<file path="src/rtl/uart_frame_tx.sv">
// FIFO-buffered framer: wraps each 16-bit sample as HDR, hi, lo and feeds a byte UART one byte at a time.
// Define UART_FRAME_CKSUM_EN to append an 8-bit additive checksum byte to every frame.
module uart_frame_tx #(
    parameter int          FIFO_DEPTH = 8,
    parameter int          ADDR_W     = 3,
    parameter logic [7:0]  HDR_BYTE   = 8'hA5
) (
    input  logic        sysClk,
    input  logic        rst,
    input  logic        sampleValid,
    input  logic [15:0] sampleData,
    output logic        sampleReady,
    output logic        txEnable,
    output logic [7:0]  txData,
    input  logic        txResult,
    output logic        busy,
    output logic        frameDone,
    output logic        overflow
);
    // state | meaning
    // IDLE  | txEnable low; pops FIFO head into shadow when a sample is waiting
    // SEND  | txEnable high with txData held until the transmitter reports txResult
    // GAP   | single low cycle between bytes; advances byte index or closes the frame
    localparam logic [1:0] IDLE = 2'd0;
    localparam logic [1:0] SEND = 2'd1;
    localparam logic [1:0] GAP  = 2'd2;

`ifdef UART_FRAME_CKSUM_EN
    localparam logic [1:0] LAST = 2'd3;
`else
    localparam logic [1:0] LAST = 2'd2;
`endif

    localparam logic [ADDR_W:0] DEPTH_CNT = (ADDR_W + 1)'(FIFO_DEPTH);

    logic [15:0]       mem [FIFO_DEPTH];
    logic [ADDR_W-1:0] wr_ptr;
    logic [ADDR_W-1:0] rd_ptr;
    logic [ADDR_W:0]   count;
    logic [1:0]        state;
    logic [1:0]        byte_idx;
    logic [15:0]       shadow;
    logic [7:0]        next_byte;
    logic              full;
    logic              empty;
    logic              push;
    logic              pop;

    assign full        = (count == DEPTH_CNT);
    assign empty       = (count == '0);
    assign push        = sampleValid && !full;
    assign pop         = (state == IDLE) && !empty;
    assign sampleReady = !full;
    assign busy        = (state != IDLE) || !empty;

`ifdef UART_FRAME_CKSUM_EN
    logic [7:0] cksum;

    // Checksum is taken from the popped word so it is ready before the last byte.
    always_ff @(posedge sysClk) begin
        if (pop) cksum <= HDR_BYTE + mem[rd_ptr][15:8] + mem[rd_ptr][7:0];
    end
`endif

    always_ff @(posedge sysClk) begin
        if (push) mem[wr_ptr] <= sampleData;
        if (pop)  shadow      <= mem[rd_ptr];
    end

    // byte_idx still names the byte just sent, so select the one after it.
    always_comb begin
        next_byte = shadow[15:8];
        case (byte_idx)
            2'd0:    next_byte = shadow[15:8];
            2'd1:    next_byte = shadow[7:0];
`ifdef UART_FRAME_CKSUM_EN
            default: next_byte = cksum;
`else
            default: next_byte = shadow[15:8];
`endif
        endcase
    end

    always_ff @(posedge sysClk) begin
        if (rst) begin
            wr_ptr    <= '0;
            rd_ptr    <= '0;
            count     <= '0;
            state     <= IDLE;
            byte_idx  <= 2'd0;
            txEnable  <= 1'b0;
            txData    <= 8'hFF;
            frameDone <= 1'b0;
            overflow  <= 1'b0;
        end else begin
            frameDone <= 1'b0;
            if (sampleValid && full) overflow <= 1'b1;
            if (push) wr_ptr <= wr_ptr + 1'b1;
            if (pop)  rd_ptr <= rd_ptr + 1'b1;
            case ({push, pop})
                2'b10:   count <= count + 1'b1;
                2'b01:   count <= count - 1'b1;
                default: count <= count;
            endcase

            case (state)
                IDLE: begin
                    if (!empty) begin
                        byte_idx <= 2'd0;
                        txData   <= HDR_BYTE;
                        txEnable <= 1'b1;
                        state    <= SEND;
                    end
                end
                SEND: begin
                    if (txResult) begin
                        txEnable <= 1'b0;
                        state    <= GAP;
                    end
                end
                GAP: begin
                    if (byte_idx == LAST) begin
                        frameDone <= 1'b1;
                        state     <= IDLE;
                    end else begin
                        byte_idx <= byte_idx + 2'd1;
                        txData   <= next_byte;
                        txEnable <= 1'b1;
                        state    <= SEND;
                    end
                end
                default: begin
                    txEnable <= 1'b0;
                    state    <= IDLE;
                end
            endcase
        end
    end
endmodule
</file>
<file path="config.mk">
export PLATFORM = sky130hd
export DESIGN_NAME = uart_frame_tx
export DESIGN_NICKNAME = d
export VERILOG_FILES = /design/src/rtl/uart_frame_tx.sv
export SDC_FILE = /design/constraint.sdc
export NUM_CORES = 1
export LEC_CHECK = 0
export BUFFER_PORTS_ARGS = -buffer_cell sky130_fd_sc_hd__buf_2
export CORE_MARGIN = 2
export CORE_UTILIZATION = 50
export DETAILED_ROUTE_END_ITERATION = 12
export HOLD_SLACK_MARGIN = 0.06
export PLACE_DENSITY_LB_ADDON = 0.08
export SYNTH_ARGS = -nofsm -noshare
export SYNTH_HDL_FRONTEND = slang
export SYNTH_SLANG_ARGS = --single-unit
export TNS_END_PERCENT = 100
</file>
<file path="constraint.sdc">
create_clock -name sysClk -period 9.39 [get_ports sysClk]
set_clock_uncertainty 0.2 [all_clocks]
set_input_delay 0.4695 -clock sysClk [delete_from_list [all_inputs] [get_ports sysClk]]
set_output_delay 0.4695 -clock sysClk [all_outputs]
set_load 0.02 [all_outputs]
</file>
==> key figures <==
Critical path
  – Critical-path maximum fanout: 24
  – Crit Path Category: reg -> reg
  – Cell family with the largest share of critical-path delay: simple AND/OR/NAND/NOR gates
  – Critical path depth in cells: 8
  – Depth of the most critical reg-to-reg path: 8
  – Maximum cell stage delay along the critical path: 570 ps
  – Series of cell instances along the critical path: or4_4 -> nand2_4 -> inv_2 -> ha_1 -> nor4b_1 -> o21ai_0 -> o31ai_1 -> mux2_2
  – Kind of end point of the critical path: flop
  – Crit path launch type: flop
  – Endpoint arrival time on the critical path: ~3100 ps
  – Critical path required time: about 9500 ps
  – Number of buffers and inverters on the critical path: 1
  – CP max-delay cell: sky130_fd_sc_hd__or4_4

Logic synthesis
  – Count of different cell masters after synthesis: 40
  – Proportion of synthesized flip-flops having asynchronous set or reset: 0%
  – Ys Warns: 0
  – Cell area after synthesis: 0.00662 sq mm
  – Synth Net Count: approximately 380
  – Top cell types by occurrence after synthesis: 144 x sky130_fd_sc_hd__edfxtp_1, 32 x sky130_fd_sc_hd__mux4_2, 25 x sky130_fd_sc_hd__dfxtp_1
  – Count leader, synth: sky130_fd_sc_hd__edfxtp_1
  – Syn avg cell area: 19.0 sq um
  – Flop and latch count out of synthesis: 169
  – Post-synth top area share: 65.3%
  – Cell type with the largest total area after synthesis: sky130_fd_sc_hd__edfxtp_1
  – Syn Inst Count: 349
  – Leading cell types by total area after synthesis: sky130_fd_sc_hd__edfxtp_1 65%, sky130_fd_sc_hd__mux4_2 11%, sky130_fd_sc_hd__dfxtp_1 7.6%
  – Main flop type after synthesis: sky130_fd_sc_hd__edfxtp_1
  – Count of flip-flops with a built-in enable after synthesis: 144
  – Part of the Yosys area used for sequential elements: 72.9%

Floorplanning
  – Initial core utilization: roughly 51%
  – Number of core rows: 42
  – Die extent in y: ~120 um
  – Placeable Area: 0.0131 sq mm
  – Die Footprint: 0.0142 sq mm
  – Number of placed I/O pins: 33
  – Die Width: 119 um

Cells and area
  – Count of fill cells added during filler insertion: 978
  – Net count, final: 418
  – Storage cell area: slightly below 0.005 sq mm
  – Share of post-route cells with drive strength above 1: 32.9%
  – Multi-input logic area: ~0.0017 sq mm
  – Ant diodes: 0
  – P&R area growth vs syn: 14.5%

Timing
  – Final count of pins violating max slew: 0
  – Pin slew with the least headroom to its limit: approximately 970 ps
  – Final period utilization: 31.8%
  – Highest attainable clock frequency: 335 MHz
  – Shortest period the worst path allows: 2980 ps
  – Setup TNS: 0 ps
  – Endpoints failing hold: 0
  – Slew headroom: 35.2%
  – Post-Route Hold Slack: 118 ps
  – RSZ-0062 raised after global routing: no
  – Count of endpoints failing setup in the final report: 0

Place
  – Detailed placer's ending HPWL: 6.69 mm
  – Number of buffer cells added on primary ports: 32
  – Global placement routability congestion: 0.786

Clocking
  – Number of clock buffers inserted by TritonCTS: 17
  – Hold bufs inserted after CTS: 0
  – Worst skew pair latency: 420 ps
  – Post-CTS setup buffer count: 0
  – Deepest clock path buffer count: 2
  – Root Driver: sky130_fd_sc_hd__clkbuf_16
  – PostCTS Resize Cnt: 0
  – TritonCTS clock tree: yes
  – Clock sink total: 169
  – Reg clk slew, reported paths: 60 ps
  – CTS H-tree depth: 4

Power
  – Sequential power share: 45.6%
  – Static power due to leakage: approximately 2.5 nW
  – Design internal power: 0.00160 W
  – Power density relative to cell area: 287 mW/mm^2
  – Proportion of total power due to net switching: 26.7%
  – Worst vdd rail ir drop: 0.000243 V
  – Clk network pwr share: about a third
  – Net switching component of the power: about 0.00058 W
  – Total power consumption of the routed design: 0.00218 W
  – Proportion of power drawn by combinational gates: 21.7%

Global routing
  – Global-route met2 utilization: 29.0%
  – Total global routing track utilization: between 10% and 20%
  – Layer with the highest usage: met2
  – Antenna violations before repair: 0
  – Met3 GRT Util: under 10%
  – Met1 layer usage reported by global route: 24.8%
  – Largest net degree at the start of global routing: 35
  – First-pass GRT wire length: 18.6 mm
  – Total global routing overflow: 0
  – Vias in the first global route: approximately 3,200

Detailed routing
  – Via-per-instance ratio: 5.36
  – Routed wirelength normalized by instance count: just over 20 um
  – Iteration-0 DRC count of the detailed router: 322
  – Overall routed net length: 11.9 mm
  – Via count: 3,111
  – Residual DRC count: 0
  – TritonRoute pass-1 iters: 5
  – Final ANT Viol Nets: 0

Job
  – Max-cap violations: 0

Min path
  – Hold Path Stages: 1
  – Kind of path behind the tightest hold check: in -> reg

Run status
  – Status: completed
power by group through the flow:
stage | registers, W | logic, W | clock network (W)
floorplan | 0.00100 | 0.000365 | 0
global placement | 0.00101 | 0.000473 | 0
detailed placement | 0.00101 | 0.000480 | 0
CTS | 0.000993 | 0.000482 | 0.000726
global route | 0.00100 | 0.000522 | 0.000756
finish | 0.000992 | 0.000472 | 0.000712
layout make-up:
cell class / count / area share, %
Tap cell: 176 / 2.90
Sequential cell: 169 / 63.7
Clock inverter: 14 / 2.38
Inverter: 4 / 0.198
Timing Repair Buffer: 42 / 3.10
Clock buffer: 18 / 5.66
Multi-Input combinational cell: 157 / 22.1
sequential cells by signal (all words and copies together) (netlist names):
signal / cells
txEnable: 1
txData: 8
count: 4
mem: 128
overflow: 1
state: 2
rd_ptr: 3
byte_idx: 2
frameDone: 1
wr_ptr: 3
shadow: 16
cell usage in the layout (no fill, tap or decap), types with 2 or more instances in the layout:
cell type and instances:
sky130_fd_sc_hd__nand3_1 4, sky130_fd_sc_hd__o21ai_0 3, sky130_fd_sc_hd__buf_4 10, sky130_fd_sc_hd__dfxtp_1 24
sky130_fd_sc_hd__nand2_1 7, sky130_fd_sc_hd__a211oi_1 5, sky130_fd_sc_hd__nand2_4 2, sky130_fd_sc_hd__xor2_1 6
sky130_fd_sc_hd__clkbuf_16 17, sky130_fd_sc_hd__nor4bb_1 2, sky130_fd_sc_hd__a311o_1 4, sky130_fd_sc_hd__o21bai_1 4
sky130_fd_sc_hd__nand2b_1 2, sky130_fd_sc_hd__nor2_1 21, sky130_fd_sc_hd__nor3_2 4, sky130_fd_sc_hd__inv_1 3
sky130_fd_sc_hd__clkinv_1 3, sky130_fd_sc_hd__bufinv_16 4, sky130_fd_sc_hd__ha_1 7, sky130_fd_sc_hd__nor2b_1 6
sky130_fd_sc_hd__nor3_1 5, sky130_fd_sc_hd__mux4_2 32, sky130_fd_sc_hd__a31oi_1 3, sky130_fd_sc_hd__mux2i_1 5
sky130_fd_sc_hd__mux2_2 17, sky130_fd_sc_hd__edfxtp_1 144, sky130_fd_sc_hd__buf_2 32, sky130_fd_sc_hd__a21oi_1 4
sky130_fd_sc_hd__clkinv_2 3, sky130_fd_sc_hd__clkinv_4 3
routing by layer:
layer	vias to the layer above	share of wire [%]
li1	1482	-
met1	1568	47
met2	50	48
met3	11	3.1
met4	0	1.8
met5	-	0
cell families after synthesis:
group | synth area share, %
xor gates and xnor gates | 0.926
DFF | 72.9
and+or+nand+nor | 5.33
AOI/OAI and AO/OA | 2.80
muxes | 14.5
buffers and inverters | 2.19
adders and majority gates | 1.32
per-stage QoR:
stage	util (%)	setup WS (ps)	instances	area, sq um
after floorplan	-	6410	349	6620
after global placement	53.3	6510	548	6970
after detailed placement	53.3	6410	548	6970
after CTS	57.9	6400	580	7580
after global routing	57.9	6220	580	7580
final	57.9	6410	580	7580
worst paths after layout:
path / start / to / slack (ps)
max reg2reg: count[0]$_SDFFE_PP0P_ / count[3]$_SDFFE_PP0P_ / 6410
max: count[0]$_SDFFE_PP0P_ / count[3]$_SDFFE_PP0P_ / 6410
min reg2reg: overflow$_SDFFE_PP0P_ / overflow$_SDFFE_PP0P_ / 270
min: sampleData[8] / mem[3][8]$_DFFE_PP_ / 120
Power figures use the tool's default switching activity.
